`config.mk`:
```
export PLATFORM = sky130hd
export DESIGN_NAME = sha256_compress
export DESIGN_NICKNAME = d
export VERILOG_FILES = /design/src/rtl/sha256_compress.sv
export SDC_FILE = /design/constraint.sdc
export NUM_CORES = 2
export LEC_CHECK = 0
export ABC_CLOCK_PERIOD_IN_PS = 17300
export BUFFER_PORTS_ARGS = -buffer_cell sky130_fd_sc_hd__buf_2
export CORE_MARGIN = 3
export CORE_UTILIZATION = 60
export CTS_CLUSTER_DIAMETER = 50
export DETAILED_ROUTE_END_ITERATION = 10
export HOLD_SLACK_MARGIN = 0.02
export PLACE_DENSITY = 0.84
export SLEW_MARGIN = 20
export SYNTH_ARGS = -nofsm -noshare
export SYNTH_HDL_FRONTEND = slang
export SYNTH_SLANG_ARGS = --single-unit
```
`constraint.sdc`:
```
create_clock -name CLK -period 17.3 [get_ports CLK]
set_input_delay 3.46 -clock CLK [delete_from_list [all_inputs] [get_ports CLK]]
set_output_delay 3.46 -clock CLK [all_outputs]
set_load 0.01 [all_outputs]
```
`src/rtl/sha256_compress.sv`:
```
// sha256_compress: SHA-256 round engine folding one 512-bit block per START into H0..H7.
// Optional SHA224_MODE_EN adds SEL224 to select the SHA-224 IV and zero DIGEST[31:0].
module sha256_compress (
  input  logic         CLK,
  input  logic         RST,
  input  logic         INIT,
  input  logic         START,
`ifdef SHA224_MODE_EN
  input  logic         SEL224,
`endif
  input  logic [31:0]  W_IN,
  input  logic         W_VLD,
  output logic [5:0]   I,
  output logic         BUSY,
  output logic         DONE,
  output logic [255:0] DIGEST
);
  localparam logic [255:0] IV256 =
    256'h6a09e667_bb67ae85_3c6ef372_a54ff53a_510e527f_9b05688c_1f83d9ab_5be0cd19;
  typedef enum logic [1:0] {IDLE, ROUND, UPDATE} state_t;
  state_t state;
  logic [31:0] a, b, c, d, e, f, g, h, s0, s1, ch, maj, t1, t2;
  logic [255:0] hv, iv;
  function automatic logic [31:0] rotr(input logic [31:0] x, input int n);
    return (x >> n) | (x << (32 - n));
  endfunction
  function automatic logic [31:0] k_rom(input logic [5:0] n);
    case (n)
      6'd0:  return 32'h428a2f98; 6'd1:  return 32'h71374491; 6'd2:  return 32'hb5c0fbcf; 6'd3:  return 32'he9b5dba5;
      6'd4:  return 32'h3956c25b; 6'd5:  return 32'h59f111f1; 6'd6:  return 32'h923f82a4; 6'd7:  return 32'hab1c5ed5;
      6'd8:  return 32'hd807aa98; 6'd9:  return 32'h12835b01; 6'd10: return 32'h243185be; 6'd11: return 32'h550c7dc3;
      6'd12: return 32'h72be5d74; 6'd13: return 32'h80deb1fe; 6'd14: return 32'h9bdc06a7; 6'd15: return 32'hc19bf174;
      6'd16: return 32'he49b69c1; 6'd17: return 32'hefbe4786; 6'd18: return 32'h0fc19dc6; 6'd19: return 32'h240ca1cc;
      6'd20: return 32'h2de92c6f; 6'd21: return 32'h4a7484aa; 6'd22: return 32'h5cb0a9dc; 6'd23: return 32'h76f988da;
      6'd24: return 32'h983e5152; 6'd25: return 32'ha831c66d; 6'd26: return 32'hb00327c8; 6'd27: return 32'hbf597fc7;
      6'd28: return 32'hc6e00bf3; 6'd29: return 32'hd5a79147; 6'd30: return 32'h06ca6351; 6'd31: return 32'h14292967;
      6'd32: return 32'h27b70a85; 6'd33: return 32'h2e1b2138; 6'd34: return 32'h4d2c6dfc; 6'd35: return 32'h53380d13;
      6'd36: return 32'h650a7354; 6'd37: return 32'h766a0abb; 6'd38: return 32'h81c2c92e; 6'd39: return 32'h92722c85;
      6'd40: return 32'ha2bfe8a1; 6'd41: return 32'ha81a664b; 6'd42: return 32'hc24b8b70; 6'd43: return 32'hc76c51a3;
      6'd44: return 32'hd192e819; 6'd45: return 32'hd6990624; 6'd46: return 32'hf40e3585; 6'd47: return 32'h106aa070;
      6'd48: return 32'h19a4c116; 6'd49: return 32'h1e376c08; 6'd50: return 32'h2748774c; 6'd51: return 32'h34b0bcb5;
      6'd52: return 32'h391c0cb3; 6'd53: return 32'h4ed8aa4a; 6'd54: return 32'h5b9cca4f; 6'd55: return 32'h682e6ff3;
      6'd56: return 32'h748f82ee; 6'd57: return 32'h78a5636f; 6'd58: return 32'h84c87814; 6'd59: return 32'h8cc70208;
      6'd60: return 32'h90befffa; 6'd61: return 32'ha4506ceb; 6'd62: return 32'hbef9a3f7;
      default: return 32'hc67178f2;
    endcase
  endfunction
`ifdef SHA224_MODE_EN
  localparam logic [255:0] IV224 =
    256'hc1059ed8_367cd507_3070dd17_f70e5939_ffc00b31_68581511_64f98fa7_befa4fa4;
  logic m224;
  assign iv = SEL224 ? IV224 : IV256;
  assign DIGEST = {hv[255:32], m224 ? 32'h0 : hv[31:0]};
  // The truncation mode follows SEL224 at reset and at every honoured INIT.
  always_ff @(posedge CLK)
    if (RST || (state == IDLE && INIT)) m224 <= SEL224;
`else
  assign iv = IV256;
  assign DIGEST = hv;
`endif
  always_comb begin
    s1 = rotr(e, 6) ^ rotr(e, 11) ^ rotr(e, 25);
    ch = (e & f) ^ (~e & g);
    t1 = h + s1 + ch + k_rom(I) + W_IN;
    s0 = rotr(a, 2) ^ rotr(a, 13) ^ rotr(a, 22);
    maj = (a & b) ^ (a & c) ^ (b & c);
    t2 = s0 + maj;
  end
  always_ff @(posedge CLK) begin
    if (RST) begin
      state <= IDLE;
      hv <= IV256;
      {a, b, c, d, e, f, g, h} <= '0;
      I <= '0;
      BUSY <= 1'b0;
      DONE <= 1'b0;
    end else begin
      DONE <= 1'b0;
      case (state)
        IDLE: begin
          if (INIT) hv <= iv;
          if (START) begin
            {a, b, c, d, e, f, g, h} <= INIT ? iv : hv;
            I <= '0;
            BUSY <= 1'b1;
            state <= ROUND;
          end
        end
        ROUND: if (W_VLD) begin
          {a, b, c, d, e, f, g, h} <= {t1 + t2, a, b, c, d + t1, e, f, g};
          I <= I + 6'd1;
          if (I == 6'd63) state <= UPDATE;
        end
        UPDATE: begin
          hv <= {hv[255:224] + a, hv[223:192] + b, hv[191:160] + c, hv[159:128] + d,
                 hv[127:96] + e, hv[95:64] + f, hv[63:32] + g, hv[31:0] + h};
          DONE <= 1'b1;
          BUSY <= 1'b0;
          state <= IDLE;
        end
        default: state <= IDLE;
      endcase
    end
  end
endmodule

```
## Word-level counts from Yosys, hierarchy flattened

Memories as Yosys holds them, arrays and structs flattened. A register that Yosys moved wholly into a read port is not among the register bits.
Cells that the tools add are included.

| storage, ports and cells | value |
|---|---|
| word-level logic and storage cells | 99 |
| memories kept | 1 |
| register bits | 522 |
| bits in read-only memories | 2048 |
| input port bits | 37 |

Memory list:

| memory | words | width | read ports | clocked after memory_dff | write ports | RTL line | RTL |
|---|---|---|---|---|---|---|---|
| (name not given) | 64 | 32 | 1 | 1 | 0 | 28 | `case (n)` |

| cells by class | value |
|---|---|
| eq/ne operators | 6 |
| reductions and logical operators | 6 |
| add/sub/neg operators | 16 |
| bitwise operators | 19 |
| mux-type cells | 38 |

Operator list:

| operator | count |
|---|---|
| $mux W32 | 16 |
| $pmux W256 S2 | 1 |
| $pmux W32 S2 | 8 |
| $add A32 B32 Y32 | 15 |
| $mux W256 | 1 |
| $xor A32 B32 Y32 | 7 |
| $and A32 B32 Y32 | 5 |
| $not A32 Y32 | 1 |
| $or A10 B32 Y32 | 1 |
| $or A19 B32 Y32 | 1 |
| $or A21 B32 Y32 | 1 |
| $or A26 B32 Y32 | 1 |
| $or A30 B32 Y32 | 1 |
| $or A7 B32 Y32 | 1 |
| $mux W6 | 4 |
| $pmux W6 S2 | 1 |
| $add A6 B1 Y6 const B | 1 |
| $eq A6 B6 Y1 const B | 1 |
| $mux W2 | 3 |
| $ne A2 B2 Y1 const B | 3 |
| $reduce_and A3 Y1 | 2 |
| $pmux W2 S2 | 1 |
| $reduce_bool A2 Y1 | 2 |
| $eq A2 B1 Y1 const B | 1 |
| 5 further kinds | 6 |

## Longest topological paths before layout

| depth | value |
|---|---|
| word-level depth | 10 |
| gate-level depth with buffers | 33 |

## Worst setup path after synthesis

OpenSTA, ideal clock, no wires.

| timing | value |
|---|---|
| path kind | in2reg |
| start point | in W_IN[4] |
| end point | reg a[29] |
| stages | 30 |
| required time | 17.205 ns |
| arrival time | 9.537 ns |
| slack | 7.668 ns |
| cells stage by stage | inv_1 fa_1 inv_1 fa_1 inv_1 fa_1 inv_1 ha_1 o211ai_1 a21oi_1 o41ai_1 a21oi_1 nor2_1 o21bai_1 a21oi_1 o21bai_1 a21oi_1 xnor2_1 fa_1 ha_1 a21oi_1 o21bai_1 a21oi_1 o21ai_0 or4_1 a31oi_1 o31ai_1 a21oi_1 xor2_1 a221oi_1 |

| between the ends | value |
|---|---|
| cells in the longest elaborated chain, start to end | 4 |

Ends and longest elaborated chain:

| element | RTL line | RTL |
|---|---|---|
| from (decl) | 11 | `input logic [31:0] W_IN,` |
| $add A32 B32 Y32 | 64 | `t1 = h + s1 + ch + k_rom(I) + W_IN;` |
| $add A32 B32 Y32 | 90 | `{a, b, c, d, e, f, g, h} <= {t1 + t2, a, b, c, d + t1, e, f, g};` |
| $mux W32 | 89 | `ROUND: if (W_VLD) begin` |
| $pmux W32 S2 | 79 | `case (state)` |
| to (signal assigned) | 83 | `{a, b, c, d, e, f, g, h} <= INIT ? iv : hv;` |
| to (signal assigned) | 90 |  |
| to (decl) | 22 | `logic [31:0] a, b, c, d, e, f, g, h, s0, s1, ch, maj, t1, t2;` |

Every way passes these cells. The select of a mux whose other input is x is not followed.
A chain may end at the register's enable or synchronous reset.

## Worst setup path after layout

| timing | value |
|---|---|
| start point | in W_IN[4] |
| end point | reg a[31] |

The elaborated chain is that of the path after synthesis.

==> flow_metrics.env <==
export IMPL_status="completed"
export IMPL_synth_ff_type="dfxtp_1"
export IMPL_setup_viol=0
export IMPL_fp_coreArea_mm2=0.0737
export IMPL_final_cell_mix="589 x nor2_1, 554 x dfxtp_1, 486 x a21oi_1"
export IMPL_drv_slew=0
export IMPL_dieArea_mm2=0.0784
export IMPL_setup_tns_final_ps=0
export IMPL_nNetsFinal=6418
export IMPL_postRouteAntennaNets=0
export IMPL_cts_tree="built"
export IMPL_cp_arrival_ps=10740
export IMPL_hold_buffers=0
export IMPL_worst_skew_pair_late_latency_ps=680
export IMPL_seq_area_mm2=0.0111
export IMPL_tightest_slew_ps=1280
export IMPL_period_share_pct=58.9
export IMPL_clockRootBuffer="clkbuf_16"
export IMPL_rsz0062_at_grt="false"
export IMPL_numCtsBuffers=78
export IMPL_area_growth_synth_to_final_pct=10.2
export IMPL_syn_area_mm2=0.0450
export IMPL_worstSetupPathType="input port to flop"
export IMPL_final_common_cell="nor2_1"
export IMPL_grt_pass1_vias=43200
export IMPL_clk_pin_slew_ps=60
export IMPL_grt_max_degree=159
export IMPL_routed_wl_um=178000
export IMPL_crit_path_top_delay_cell="o41ai_1"
export IMPL_multi_input_area_mm2=0.0312
export IMPL_syn_inst=5830
export IMPL_die_h_um=280
export IMPL_synthArstFlopShare_pct=0
export IMPL_drcViolationCount=0
export IMPL_synth_edf_count=0
export IMPL_synth_distinct_cells=82
export IMPL_vias=47500
export IMPL_overflow=0
export IMPL_maxCapViolations=0
export IMPL_worstSetupEndpointType="flop"
export IMPL_grt_use_total_pct=43.9
export IMPL_cts_htree_levels=3
export IMPL_syn_area_per_cell_um2=7.72
export IMPL_io_buffers=300
export IMPL_max_slew_margin_rel_pct=14.9
export IMPL_cp_max_fo=6
export IMPL_hold_viol=0
export IMPL_cts_sinks=554
export IMPL_seq_area_frac_synth_pct=24.6
export IMPL_dp_hpwl_um=127000
export IMPL_antenna_found_initial=7
export IMPL_vias_per_cell=6.87
export IMPL_start_util_pct=61.1
export IMPL_cts_resized=0
export IMPL_dieWidth_um=280
export IMPL_slowest_delay_ps=580
export IMPL_finalClockSkew_ps=48.4
export IMPL_cp_required_ps=17850
export IMPL_drt_iter0_drc=7274
export IMPL_crit_path_frequent_cell="a21oi_1"
export IMPL_yosys_warnings=0
export IMPL_grt_pass1_wl_um=266000
export IMPL_num_rows=99
export IMPL_post_route_min_period_ps=10190
export IMPL_place_congestion=1.08
export IMPL_postCtsSetupBuffers=0
export IMPL_firstDrtPassIters=8
export IMPL_ys_seq_elements=554
export IMPL_ios=301
export IMPL_max_freq_mhz=98.1
export IMPL_wire_per_inst_um=25.8
export IMPL_fillers=6171
export IMPL_clock_path_buffers=3
export IMPL_cp_start_kind="input port"
export IMPL_layout_drive_gt1_share_pct=9.66
export IMPL_syn_num_nets=6358
export IMPL_min_path_type="flop to flop"
## flip-flops by register name, indices dropped and copies added, names as in the netlist, named ones only
register and count:
DONE 1, e 32, g 32, DIGEST 256, d 32, c 32, f 32, h 32
b 32, a 32, I 6, BUSY 1, state 2
## cell usage after synthesis (all sizes together), types with 71 or more instances
cell type  instances  share of area (%)
a211oi           184                3.1
a21o             159                2.7
a21oi            487                5.4
and3             113                1.6
clkbuf           337                2.8
dfxtp            554                 25
fa               133                5.9
ha               358                9.9
inv              362                3.0
nand2            401                3.4
nand3             71               0.79
nor2             594                5.0
nor3             375                4.2
o21ai            371                4.1
o22ai             91                1.3
xnor2            252                4.9
xor2             157                3.1
## per-stage QoR
step / utilization, % / cells / setup WS [ps] / area [µm²] / hold WS, ps
floorplan: - / 5830 / 7670 / 45000 / 485
global placement: 63.5 / 6769 / 6790 / 46800 / 483
detailed placement: 63.5 / 6769 / 6660 / 46800 / 478
CTS: 67.3 / 6911 / 7260 / 49600 / 494
global route: 67.3 / 6911 / 6700 / 49600 / 534
finish: 67.3 / 6913 / 7110 / 49600 / 498
## final timing paths
| kind | from | endpoint | slack [ps] | cells after the start |
|---|---|---|---|---|
| max | W_IN[4] | a[31] | 7110 | 31 |
| min | DIGEST[34] | DIGEST[34] | 500 | 2 |
| max reg2reg | e[10] | a[31] | 8530 | 31 |
| min reg2reg | DIGEST[34] | DIGEST[34] | 500 | 2 |
## layout make-up
| cell class | count | share of cell area, % |
|---|---|---|
| Inverter | 365 | 2.77 |
| Tap cell | 959 | 2.42 |
| Clock buffer | 89 | 4.12 |
| Clock inverter | 53 | 1.50 |
| Sequential cell | 554 | 22.4 |
| Multi-Input combinational cell | 4533 | 62.9 |
| Antenna cell | 2 | 0.0101 |
| Timing Repair Buffer | 358 | 3.95 |
## kinds of logic after synthesis
kind of cell,Yosys count,share of synthesized area (%)
compound gates,1786,25.5
simple gates,1775,18.1
buf+inv,743,6.25
flops,554,24.6
fa+ha+maj,514,16.4
xor+xnor,409,7.96
mux,49,1.19
## layer usage
| layer | part of all wire, % | global-route usage [%] | vias up |
|---|---|---|---|
| li1 | - | - | 21000 |
| met1 | 37 | 58.7 | 22000 |
| met2 | 40 | 61.5 | 3681 |
| met3 | 15 | 13.5 | 782 |
| met4 | 7.7 | 27.3 | 14 |
| met5 | 0.049 | 0 | - |
## critical path: cells and delay by family
family	cells	cell delay (ps)
AO/OA/AOI/OAI	16	3340
XOR/XNOR	2	270
adder cells (fa/ha/maj)	6	2640
buffers and inverters	5	280
AND/OR/NAND/NOR	2	740
Power is left out: the tool's default activity adds up to more than one toggle a clock period on the data nets, which glitch-free logic cannot reach.
